<file path="src/rtl/mem_rd_pkg.sv">
// Shared definitions for the memory result reader: FSM state encoding and
// default widths of the cpu_top read port and checksum.
package mem_rd_pkg;

    localparam int ADDR_W_DEF = 5;
    localparam int DATA_W_DEF = 4;
    localparam int SUM_W_DEF  = 8;

    typedef enum logic [2:0] {
        ST_IDLE = 3'd0,
        ST_ADDR = 3'd1,
        ST_WAIT = 3'd2,
        ST_SEND = 3'd3,
        ST_FIN  = 3'd4
    } state_t;

endpackage

</file>
<file path="src/rtl/rise_detect.sv">
// Rising-edge detector with asynchronous reset; a level already high when
// reset releases must drop low before it can produce an edge.
module rise_detect (
    input  logic clk,
    input  logic rst_n,
    input  logic d,
    output logic rise
);

    logic d_q;
    logic armed;

    always_ff @(posedge clk or negedge rst_n) begin
        if (!rst_n) begin
            d_q   <= 1'b0;
            armed <= 1'b0;
        end else begin
            d_q <= d;
            if (!d)
                armed <= 1'b1;
        end
    end

    assign rise = d & ~d_q & armed;

endmodule

</file>
<file path="src/rtl/mem_result_reader.sv">
// Scans cpu_top data memory after its completion flag rises and streams each
// word out over a valid/ready handshake, accumulating a running checksum.
module mem_result_reader
    import mem_rd_pkg::*;
#(
    parameter int ADDR_W = ADDR_W_DEF,
    parameter int DATA_W = DATA_W_DEF,
    parameter int SUM_W  = SUM_W_DEF
) (
    input  logic              clk,
    input  logic              rst_n,
    input  logic              flag,
    input  logic [ADDR_W:0]   len,
    output logic [ADDR_W-1:0] rd_addr,
    input  logic [DATA_W-1:0] rd_data,
    output logic              out_valid,
    input  logic              out_ready,
    output logic [DATA_W-1:0] out_data,
    output logic [ADDR_W-1:0] out_addr,
    output logic [SUM_W-1:0]  checksum,
    output logic              busy,
    output logic              done
);

    localparam logic [ADDR_W:0] ONE = (ADDR_W+1)'(1);

    state_t          state;
    logic            start;
    logic [ADDR_W:0] len_q;
    logic [ADDR_W:0] idx;
    logic [ADDR_W:0] idx_inc;
    logic [ADDR_W:0] last_idx;

    rise_detect u_rise (
        .clk   (clk),
        .rst_n (rst_n),
        .d     (flag),
        .rise  (start)
    );

    assign idx_inc  = idx + ONE;
    assign last_idx = len_q - ONE;

    // rd_addr is loaded ahead of ADDR so the registered read returns the word in WAIT
    always_ff @(posedge clk or negedge rst_n) begin
        if (!rst_n) begin
            state     <= ST_IDLE;
            len_q     <= '0;
            idx       <= '0;
            rd_addr   <= '0;
            out_valid <= 1'b0;
            out_data  <= '0;
            out_addr  <= '0;
            checksum  <= '0;
            busy      <= 1'b0;
            done      <= 1'b0;
        end else begin
            done <= 1'b0;
            case (state)
                ST_IDLE: begin
                    if (start) begin
                        len_q    <= len;
                        idx      <= '0;
                        rd_addr  <= '0;
                        checksum <= '0;
                        busy     <= 1'b1;
                        state    <= (len == '0) ? ST_FIN : ST_ADDR;
                    end
                end
                ST_ADDR: state <= ST_WAIT;
                ST_WAIT: begin
                    out_data  <= rd_data;
                    out_addr  <= idx[ADDR_W-1:0];
                    out_valid <= 1'b1;
                    state     <= ST_SEND;
                end
                ST_SEND: begin
                    if (out_ready) begin
                        out_valid <= 1'b0;
                        checksum  <= checksum + SUM_W'(out_data);
                        idx       <= idx_inc;
                        if (idx == last_idx) begin
                            state <= ST_FIN;
                        end else begin
                            rd_addr <= idx_inc[ADDR_W-1:0];
                            state   <= ST_ADDR;
                        end
                    end
                end
                ST_FIN: begin
                    done  <= 1'b1;
                    busy  <= 1'b0;
                    state <= ST_IDLE;
                end
                default: state <= ST_IDLE;
            endcase
        end
    end

endmodule

</file>
<file path="config.mk">
export PLATFORM = sky130hd
export DESIGN_NAME = mem_result_reader
export DESIGN_NICKNAME = d
export VERILOG_FILES = /design/src/rtl/mem_rd_pkg.sv /design/src/rtl/rise_detect.sv /design/src/rtl/mem_result_reader.sv
export SDC_FILE = /design/constraint.sdc
export NUM_CORES = 1
export LEC_CHECK = 0
export CORE_UTILIZATION = 25
export CTS_BUF_LIST = sky130_fd_sc_hd__clkbuf_4 sky130_fd_sc_hd__clkbuf_8
export DETAILED_ROUTE_END_ITERATION = 10
export MAX_ROUTING_LAYER = met4
export PLACE_DENSITY = 0.44
export RECOVER_POWER = 50
export SLEW_MARGIN = 15
export SYNTH_ARGS = -nofsm -noshare
export SYNTH_HDL_FRONTEND = slang
export SYNTH_SLANG_ARGS = --single-unit
</file>
<file path="constraint.sdc">
create_clock -name clk -period 4.63 [get_ports clk]
set_input_delay 0.926 -clock clk [delete_from_list [all_inputs] [get_ports clk]]
set_output_delay 0.926 -clock clk [all_outputs]
set_load 0.005 [all_outputs]
</file>
Word level (Yosys, flattened, before mapping)
Index checks and enable logic that the tools add are counted.
Storage, ports and cells
  word-level logic and storage cells: 57
  output and inout bits: 25
  input port bits: 14
  register bits: 42
Operators by class
  bitwise operators: 3
  mux-type cells: 20
  equal/unequal tests: 8
  reduce and logical (&&, ||, !) cells: 11
  $add $sub $neg: 3
Operators by type and width (count)
  two-way mux 8 bit: 2
  case mux 8 bit (2 select lines): 1
  two-way mux 5 bit: 3
  two-way mux 3 bit: 4
  two-way mux 6 bit: 2
  case mux 3 bit (4 select lines): 1
  case mux 6 bit (2 select lines): 1
  case mux 5 bit (2 select lines): 1
  adder 8 x 4 -> 8 bit: 1
  AND reduction 2 bit: 4
  adder 6 x 1 -> 6 bit (second input constant): 1
  equality test 3 x 2 -> 1 bit (second input constant): 2
  equality test 6 bit: 1
  zero test 6 bit: 1
  != test 2 bit (second input constant): 3
  nonzero test 2 bit: 3
  subtractor 6 x 1 -> 6 bit (second input constant): 1
  case mux 1 bit (2 select lines): 2
  AND reduction 4 bit: 1
  equality test 3 x 1 -> 1 bit (second input constant): 1
  equality test 3 bit (second input constant): 1
  zero test 3 bit: 1
  two-way mux 1 bit: 3
  AND reduction 3 bit: 1
  2 further kinds: 3

Logic depth before layout (Yosys ltp)
  word-level depth: 5
  gate-level depth with buffers: 8
  depth with buffers taken out: 7

Modules after synthesis
Synthesis repeated with hierarchy kept, for this count alone.
Unflattened totals
  cells, all modules: 192
  area, all modules: 2073.2 µm²
Modules (own cells, without submodules)
  mem_result_reader: instances 1, cells an instance 188, area an instance 2008.2 µm², sequential area each 1001.0 µm²
  rise_detect: instances 1, cells an instance 4, area an instance 65.1 µm², sequential area each 50.0 µm²

Worst setup path after synthesis
No wires, ideal clock.
  path type: flip-flop to flip-flop
  from: register len_q[0]
  to: register rd_addr[1]
  path slack: 2.376 ns
  buffers on the path: 1
  library setup time: 0.122 ns
  data required time: 4.508 ns
  arrival time: 2.133 ns
  period minus slack after synthesis: 2.254 ns
  cell stages (with the launch flop): 7
  path through: dfrtp_1 or3_2 xnor2_1 or4_4 or2_1 buf_6 a32o_1
Between the ends
  word-level cells in the longest chain between the ends: 4
RTL lines
  start: declaration: line mem_result_reader.sv:29  | logic [ADDR_W:0] len_q;
  start signal: assignment: line mem_result_reader.sv:62  | len_q <= len;
  subtractor 6 x 1 -> 6 bit: line mem_result_reader.sv:42  | assign last_idx = len_q - ONE;
  equality test 6 bit: line mem_result_reader.sv:82  | if (idx == last_idx) begin
  != test 2 bit (no line)
  AND reduction 4 bit (no line)
  end signal: assignment: line mem_result_reader.sv:85  | rd_addr <= idx_inc[ADDR_W-1:0];
  end: declaration: line mem_result_reader.sv:14  | output logic [ADDR_W-1:0] rd_addr,
Every way passes these cells.
A chain may end at the register's enable or synchronous reset.

==> impl_metrics.env <==
export IMPL_yosys_register_bits=42
export IMPL_wl_met3_um=170
export IMPL_drcViolationCount=0
export IMPL_synth_area_mm2=0.00204
export IMPL_clk_path_buf_depth=2
export IMPL_grt_pass1_vias=1489
export IMPL_critical_path_class="in -> async"
export IMPL_seqPwrFrac_pct=39.2
export IMPL_drtAntennaViolNets=0
export IMPL_root_buffer="clkbuf_8"
export IMPL_path_clk_slew_ps=70
export IMPL_top_layer="met4"
export IMPL_n_antenna_cell=0
export IMPL_tightest_slew_ps=2300
export IMPL_layout_nets=243
export IMPL_antenna_found_initial=0
export IMPL_synthDistinctLibCells=40
export IMPL_die_x_um=92.4
export IMPL_p_clk_share_pct=14.4
export IMPL_grt_start_max_net_pins=43
export IMPL_synth_warnings=0
export IMPL_slew_headroom_pct=-53.1
export IMPL_placement_rows=32
export IMPL_avgSynthCellArea_um2=11.0
export IMPL_cp_num_buf_inv=1
export IMPL_synthCells=185
export IMPL_path_delay_family="buffers and inverters"
export IMPL_insertion_delay_ps=290
export IMPL_fin_cells=325
export IMPL_synth_area_top_cells="dfrtp_1 51%, mux2_2 5.0%, xnor2_1 4.3%"
export IMPL_max_cap_violations=1
export IMPL_status="finished, violations left"
export IMPL_cts_buffers=5
export IMPL_start_util_pct=26.2
export IMPL_cts_hold_fix_buffers=0
export IMPL_die_h_um=92.4
export IMPL_p_per_area_mw_per_mm2=670
export IMPL_required_ps=4560
export IMPL_period_share_pct=56.5
export IMPL_rsz0062_at_grt="false"
export IMPL_p_int_mw=1.10
export IMPL_yosysSeqAreaShare_pct=51.4
export IMPL_violations="max-capacitance violations, max-slew violations"
export IMPL_p_leak_nw=1.11
export IMPL_comb_power_share_pct=46.4
export IMPL_yosysTopAreaCellShare_pct=51.4
export IMPL_core_area_mm2=0.00781
export IMPL_die_area_mm2=0.00854
export IMPL_skew_ps=6.59
export IMPL_crit_path_end_kind="asynchronous set/reset pin"
export IMPL_critPathArrivalTime_ps=2550
export IMPL_max_freq_mhz=382
export IMPL_drt_pre_antenna_iters=4
export IMPL_holdCritPathClass="reg -> reg"
export IMPL_synth_edff_count=0
export IMPL_synth_area_leader_cell="dfrtp_1"
export IMPL_grt_overflow=0
export IMPL_p_switching_mw=0.638
export IMPL_fin_setup_tns_ps=0
export IMPL_drt_iter0_drc=70
export IMPL_post_route_min_period_ps=2620
export IMPL_dp_hpwl_um=3230
export IMPL_wire_per_inst_um=13.9
export IMPL_dp_cells=317
export IMPL_hold_viol=0
export IMPL_ir_worst_vdd_mv=0.254
export IMPL_num_vias=1498
export IMPL_port_buffers=38
export IMPL_synthArstFlopShare_pct=100
export IMPL_crit_path_top_delay_cell="clkbuf_1"
export IMPL_slew_violations=43
export IMPL_setup_viol=0
export IMPL_critPathMaxStageDelay_ps=1610
export IMPL_syn_num_nets=206
export IMPL_tritoncts="yes"
export IMPL_p_sw_share_pct=36.7
export IMPL_worstSetupStartpointType="input port"
export IMPL_wl_met1_um=2200
export IMPL_ctsResizeCount=0
export IMPL_ios=39
export IMPL_grt_pass1_wl_um=7700
export IMPL_crit_fanout=42
export IMPL_wl_met2_um=2090
export IMPL_ys_flop_type="dfrtp_1"
export IMPL_routabilityCongestion=0.720
export IMPL_crit_chain="clkbuf_1"
export IMPL_htreeDepth=2
export IMPL_track_usage_pct=12.1
export IMPL_drive_above_1_share_pct=10.8
export IMPL_area_growth_pct=26.9
export IMPL_n_fill_cell=809
export IMPL_viasPerCell=4.61
export IMPL_routed_wl_um=4520
export IMPL_clock_sinks=42
export IMPL_cts_setup_buffers=0
## cell usage after synthesis (2+ instances only)
| master | n |
|---|---|
| mux2_2 | 9 |
| xnor2_1 | 10 |
| xor2_1 | 4 |
| nor2_1 | 9 |
| nor2b_1 | 4 |
| o22ai_1 | 2 |
| dfrtp_1 | 42 |
| nand2_1 | 22 |
| clkbuf_1 | 6 |
| a32o_1 | 3 |
| a22o_1 | 5 |
| nand3_1 | 3 |
| ha_1 | 6 |
| nor4_1 | 4 |
| a21oi_1 | 8 |
| nor3_1 | 5 |
| nand3b_1 | 3 |
| and3b_1 | 2 |
| a21o_1 | 6 |
| o21ai_0 | 8 |
| inv_1 | 5 |
## placed cells by master, fill, tap and decap left out, types with 8 or more instances in the layout
cell	netlist	routed
nor2_1	9	9
mux2_2	9	9
nand2_1	22	22
clkdlybuf4s50_1	0	29
dfrtp_1	42	42
a21oi_1	8	8
dlygate4sd3_1	0	8
o21ai_0	8	8
xnor2_1	10	10
## state kept, by name (all words and copies together), names as in the netlist
name and cells:
state 3, out_valid 1, out_data 4, done 1, idx 6, u_rise.d_q 1, u_rise.armed 1, len_q 6
out_addr 5, rd_addr 5, busy 1, checksum 8
## area by class of cell
type | instances | area [um^2] | share of cell area (%)
clock buffer | 7 | 90.1 | 3.47
multi-input combinational | 130 | 926 | 35.7
tap | 102 | 128 | 4.92
sequential | 42 | 1050 | 40.5
inverter | 5 | 18.8 | 0.724
clock inverter | 1 | 5.00 | 0.193
timing repair buffer | 38 | 374 | 14.4
## path summary, 6_finish.rpt
path	startpoint	to	slack, ps	depth (start not counted)
setup / recovery	rst_n	checksum[4]	2010	1
hold / removal	u_rise.armed	u_rise.armed	460	1
setup reg to reg	len_q[2]	rd_addr[1]	2240	5
hold reg to reg	u_rise.armed	u_rise.armed	460	1
max in group clk	flag	idx[3]	2190	6
min in group asynchronous	rst_n	len_q[2]	1320	1
## per-layer routing
layer | track usage (%) | vias to the layer above
met5 | - | -
met3 | 2.96 | 5
met1 | 16.3 | 741
met2 | 18.1 | 27
li1 | - | 725
met4 | 3.13 | 0
## metrics by stage
stage | setup WS [ps] | total power [mW] | hold WS (ps) | cell area, um^2 | utilization (%)
after floorplan | 2380 | 1.20 | 427 | 2040 | -
after CTS | 2240 | 1.78 | 469 | 2590 | 33.2
after global placement | 1990 | 1.52 | 449 | 2500 | 32.0
after detailed placement | 1970 | 1.51 | 450 | 2500 | 32.0
final | 2010 | 1.74 | 462 | 2590 | 33.2
after global routing | 1470 | 1.91 | 511 | 2590 | 33.2
## power by group through the flow
stage               clock (mW)  combinational [mW]  sequential (mW)
floorplan                    0               0.566            0.638
global placement             0               0.823            0.696
detailed placement           0               0.822            0.692
CTS                      0.262               0.828            0.688
global route             0.280               0.912            0.714
finish                   0.250               0.806            0.682
## cells by family after synthesis
family | Yosys count | synth area share, %
simple gates | 60 | 14.9
flops | 42 | 51.4
buf+inv | 13 | 3.25
compound gates | 38 | 13.5
xor+xnor | 15 | 6.80
mux | 10 | 5.45
fa+ha+maj | 7 | 4.65
(Power assumes the default switching activity.)
==> variant 1, RTL diff (config.mk and constraints unchanged) <==
The 5 states of `state_t` get a one-hot encoding in 5 bits.
--- a/src/rtl/mem_rd_pkg.sv
+++ b/src/rtl/mem_rd_pkg.sv
@@ -7,10 +7,10 @@
     localparam int SUM_W_DEF  = 8;
 
-    typedef enum logic [2:0] {
-        ST_IDLE = 3'd0,
-        ST_ADDR = 3'd1,
-        ST_WAIT = 3'd2,
-        ST_SEND = 3'd3,
-        ST_FIN  = 3'd4
+    typedef enum logic [4:0] {
+        ST_IDLE = 5'b00001,
+        ST_ADDR = 5'b00010,
+        ST_WAIT = 5'b00100,
+        ST_SEND = 5'b01000,
+        ST_FIN  = 5'b10000
     } state_t;
 
Behaviour: same outputs for any inputs over 10 cycles, from zero or initial values and one cycle with rst_n low; not proved beyond that.
==> variant 1 against the original RTL <==
  * The flow still finishes with violations (max-capacitance violations, max-slew violations)
  * Register-to-register slack worse by 0.61 ns
  * Area after synthesis rose by 10%
  * Synthesized cell count increased by 17%
  * Routed wire length grew 23%
  * Worst setup slack got worse by 0.53 ns
  * Sequential cell count is 2 higher
  * Non-clock buffer count up 1
  * Core utilization fell by 0.98 points
  * Design area increased by 8.4%
Power is not compared: it rests on default switching activity, and its combinational part moved more than twofold at a synthesized area within 25%.
==> variant 1: results (changes against the original RTL) <==
Global route
  – Vias in the first global route: 1827 (+23%)
  – Global-route wire length before repair: 9.50 mm (+23%)
  – Largest net degree at the start of global routing: 45 (+4.7%)
  – Gr usage total: 13.0% (+0.92 points)

Worst setup path
  – Worst R2R End: rd_addr[3]$_DFFE_PN0P_
  – R2R Path Start: state[1]$_DFFE_PN0P_
  – Arr. time, crit path: 3.39 ns (+0.84 ns)
  – R2R setup slack: 1.63 ns (-0.61 ns)
  – Crit Path Max Fanout: 21 (-50%)
  – Largest stage delay, worst path: 0.72 ns (-0.89 ns)

Yosys
  – Syn Nets: 238 (+16%)
  – Register area share after synthesis: 48.8% (-2.6 points)
  – Compound-cell area share of the yosys netlist: 15.5% (+2.0 points)
  – Synth top cells by count: dfrtp_1, nand2_1, o21ai_0
  – Post-Synth Adder-Cell Area: 4.21% (-0.44 points)
  – Xor/xnor share of the synthesized area: 5.82% (-0.98 points)
  – Synth cell types: 47 (+18%)

Place
  – Place WS: 1.74 ns (-0.230 ns)
  – Post-Place Cells: 353 (+11%)
  – Placed cell area: 2730 um^2 (+9.2%)
  – Gp weighted congestion: 0.727 (+1.0%)

Drt
  – Drt wl/cell: 15.3 um (+10%)
  – DRT Pass-1 Iters: 5 (+1)
  – DR iter-0 viols: 67 (-4.3%)
  – Final wirelength: 5.53 mm (+23%)

Status
  – Run status: finished, violations left
  – Failing checks: max-capacitance violations, max-slew violations

STA
  – Skew final: 0.0105 ns (+0.00395 ns)
  – Max-slew violations: 45 (+4.7%)
  – Worst slew margin: -62.8% (-9.7 points)

Cells and area
  – Share of cells above drive strength 1: 9.88% (-0.88 points)

Job
  – Max Cap Viol: 1 (unchanged)
-- variant 1: how the worst max path moves through the flow --
stage	slack [ns]	start	cells after the start	to
2_1_floorplan	2.47	out_ready	6	state[1]$_DFFE_PN0P_
3_3_place_gp	1.81	flag	7	state[1]$_DFFE_PN0P_
3_5_place_dp	1.74	flag	7	state[1]$_DFFE_PN0P_
4_1_cts	2.05	state[1]$_DFFE_PN0P_	5	rd_addr[3]$_DFFE_PN0P_
5_1_grt	1.21	flag	7	state[1]$_DFFE_PN0P_
6_report	1.48	flag	7	state[1]$_DFFE_PN0P_
-- variant 1: report_power, final --
part	internal (mW)	leakage, nW	total [mW]	switching (mW)
sequential	0.426	0.576	0.469	0.0428
clock	0.114	0.0448	0.259	0.145
combinational	0.124	0.604	0.257	0.133
total	0.664	1.23	0.985	0.321
-- variant 1: per-layer routing --
metal	track usage [%]	part of all wire, %	wire, um
met2	19.3	45	2520
met1	18.1	50	2770
met3	2.60	4.0	223
met4	3.10	0.40	22
met5	-	0	0
-- variant 1: cells by family after synthesis --
| group | count (synthesis) |
|---|---|
| AND/OR/NAND/NOR | 71 |
| multiplexers | 9 |
| AO/OA/AOI/OAI | 51 |
| XOR/XNOR | 15 |
| flip-flops | 44 |
| adder cells (fa/ha/maj) | 7 |
| buffers and inverters | 20 |
-- variant 1: critical path, delay by kind of cell --
family / cells / cell delay [ns]
AND/OR/NAND/NOR: 4 / 0.95
AO/OA/AOI/OAI: 1 / 0.22
buffers and inverters: 2 / 1.29
-- variant 1: layout make-up --
type / count / area (um^2)
timing repair buffer: 39 / 378
tap: 108 / 135
inverter: 9 / 33.8
clock inverter: 2 / 16.3
multi-input combinational: 153 / 1070
clock buffer: 6 / 76.3
sequential: 44 / 1100
fill: 907 / 5910
==> variant 2, RTL diff (same flow settings) <==
Without the edit above. The package constant `ADDR_W_DEF` goes from 5 to 6.
--- a/src/rtl/mem_rd_pkg.sv
+++ b/src/rtl/mem_rd_pkg.sv
@@ -3,5 +3,5 @@
 package mem_rd_pkg;
 
-    localparam int ADDR_W_DEF = 5;
+    localparam int ADDR_W_DEF = 6;
     localparam int DATA_W_DEF = 4;
     localparam int SUM_W_DEF  = 8;
Ports: changed (resized len, out_addr and rd_addr); port bits go from 39 to 42. The function was not compared with the original's and may differ.
==> variant 2 against the original RTL <==
  * Routed wire length up 26%
  * Highest routed layer unchanged
  * Sequential cell count up 4
  * Area after synthesis up 13%
  * Largest cell class unchanged
  * Design area up 14%
  * Total power up 7.5%
  * Synthesized cell count up 18%
  * Worst setup slack worse by 0.34 ns
  * First-iteration DRC count down 10%
  * The flow still finishes with violations (max-capacitance violations, max-slew violations)
==> variant 2: results (changes against the original RTL) <==
Global route
  – Initial antenna violation count: 0 (unchanged)
  – Global-route met2 utilization: 19.4% (+1.3 points)
  – Met3 Usage GRT: 2.29% (-0.67 points)
  – Global-route wire length before repair: 9.45 mm (+23%)
  – Gr usage total: 12.9% (+0.80 points)
  – Largest net degree at the start of global routing: 47 (+9.3%)
  – Grt met1 use: 17.4% (+1.2 points)

Place
  – Buffers on Ports: 41 (+7.9%)
  – Post-Place Cells: 363 (+15%)
  – Gp weighted congestion: 0.773 (+7.4%)
  – Post-DP HPWL: 4.02 mm (+24%)
  – Place WS: 1.85 ns (-0.112 ns)

STA
  – Max-slew violations: 47 (+9.3%)
  – Worst slew margin: -70.1% (-17 points)
  – Skew final: 0.00870 ns (+0.00212 ns)

Worst setup path
  – R2R setup slack: 2.14 ns (-0.10 ns)
  – Crit Path Max Fanout: 46 (+9.5%)
  – Arr. time, crit path: 2.83 ns (+0.28 ns)
  – Worst R2R End: rd_addr[3]$_DFFE_PN0P_
  – R2R cell count: 7 (+2)
  – R2R Path Start: len_q[0]$_DFFE_PN0P_
  – Largest stage delay, worst path: 1.80 ns (+0.19 ns)
  – CP top delay family: buffers and inverters
  – CP max-delay cell: clkbuf_1

Drt
  – Drt wl/cell: 15.3 um (+10%)
  – DR iter-0 viols: 63 (-10%)
  – Vias: 1785 (+19%)
  – DRT Pass-1 Iters: 6 (+2)
  – Avg Vias per Cell: 4.81 (+4.4%)

Yosys
  – Avg Cell Area, Syn: 10.6 um^2 (-4.0%)
  – Synth warnings: 0 (unchanged)
  – Synth cell types: 47 (+18%)
  – Synth top cells by count: dfrtp_1, nand2_1, o21ai_0
  – Asr flop ratio synth: 100% (unchanged)
  – Register area share after synthesis: 49.8% (-1.6 points)
  – Top area cells in the synthesized netlist: dfrtp_1, nand2_1, mux2_2
  – Syn Nets: 240 (+17%)

Clocking
  – CTS Buf Count: 5 (unchanged)
  – Clk buf depth: 2 (unchanged)
  – CTS clk-pin slew, worst paths: 0.09 ns (+0.02 ns)
  – Worst skew pair latency: 0.30 ns
  – Post-CTS sizing: 0 (unchanged)

Hold path
  – Hold_sp: u_rise.armed$_DFFE_PN0N_
  – Min-Delay Path Class: register to register
  – Hold Path Depth: 1 (unchanged)

Cells and area
  – Fin nets: 284 (+17%)
  – Largest regs: checksum x8, idx x7, len_q x7
  – Share of cells above drive strength 1: 10.3% (-0.50 points)
  – Ant. Diodes: 0 (unchanged)

Status
  – Run status: finished, violations left
  – Failing checks: max-capacitance violations, max-slew violations

Power and ir drop
  – Worst VDD drop: 0.245 mV (-3.4%)
  – LEAKAGE: 1.29 nW (+16%)

Job
  – Max Cap Viol: 1 (unchanged)
variant 2: changes by cell type in the layout (fill, tap and decap cells not counted), sizes merged, moves of 4 or more:
cell	before	now
nand2	22	31
clkdlybuf4s50	29	38
o21ai	8	14
dfrtp	42	46
nor2b	4	0
dlygate4sd3	8	2
variant 2: per-layer routing:
| metal | share of wire, % | up-vias | routed length [um] |
|---|---|---|---|
| li1 | - | 874 | - |
| met1 | 50 | 867 | 2840 |
| met2 | 45 | 37 | 2570 |
| met3 | 3.3 | 7 | 186 |
| met4 | 1.3 | 0 | 74 |
| met5 | 0 | - | 0 |
variant 2: area by class of cell:
cell class	instances	area, um^2
Inverter	7	26.3
Fill cell	907	5900
Tap cell	108	135
Clock inverter	3	40.0
Sequential cell	46	1150
Timing Repair Buffer	43	417
Clock buffer	5	68.8
Multi-Input combinational cell	159	1110
variant 2: logic make-up after synthesis:
family / after synthesis / share of synthesized area, %
buffers and inverters: 13 / 2.17
AO/OA/AOI/OAI: 46 / 14.5
XOR/XNOR: 15 / 5.68
AND/OR/NAND/NOR: 78 / 17.5
flip-flops: 46 / 49.8
adder cells (fa/ha/maj): 7 / 4.11
multiplexers: 13 / 6.17
variant 2: worst max path at each step:
stage | slack, ns | endpoint | depth (start not counted) | start
floorplan | 2.51 | rd_addr[3]$_DFFE_PN0P_ | 7 | len_q[0]$_DFFE_PN0P_
global placement | 1.88 | rd_addr[5]$_DFFE_PN0P_ | 6 | out_ready
detailed placement | 1.85 | rd_addr[3]$_DFFE_PN0P_ | 6 | out_ready
CTS | 2.14 | rd_addr[3]$_DFFE_PN0P_ | 7 | len_q[0]$_DFFE_PN0P_
global route | 1.12 | rd_addr[4]$_DFFE_PN0P_ | 2 | rst_n
finish | 1.67 | rd_addr[4]$_DFFE_PN0P_ | 2 | rst_n
variant 2: stage by stage:
step	hold slack [ns]	area (um^2)
5_1_grt	0.522	2950
2_1_floorplan	0.427	2310
4_1_cts	0.473	2950
3_3_place_gp	0.449	2840
3_5_place_dp	0.450	2840
6_report	0.466	2950
variant 2: power by group:
| group | total [mW] | switching [mW] | internal [mW] |
|---|---|---|---|
| Combinational | 0.838 | 0.380 | 0.458 |
| Sequential | 0.729 | 0.183 | 0.546 |
| Clock | 0.301 | 0.142 | 0.159 |
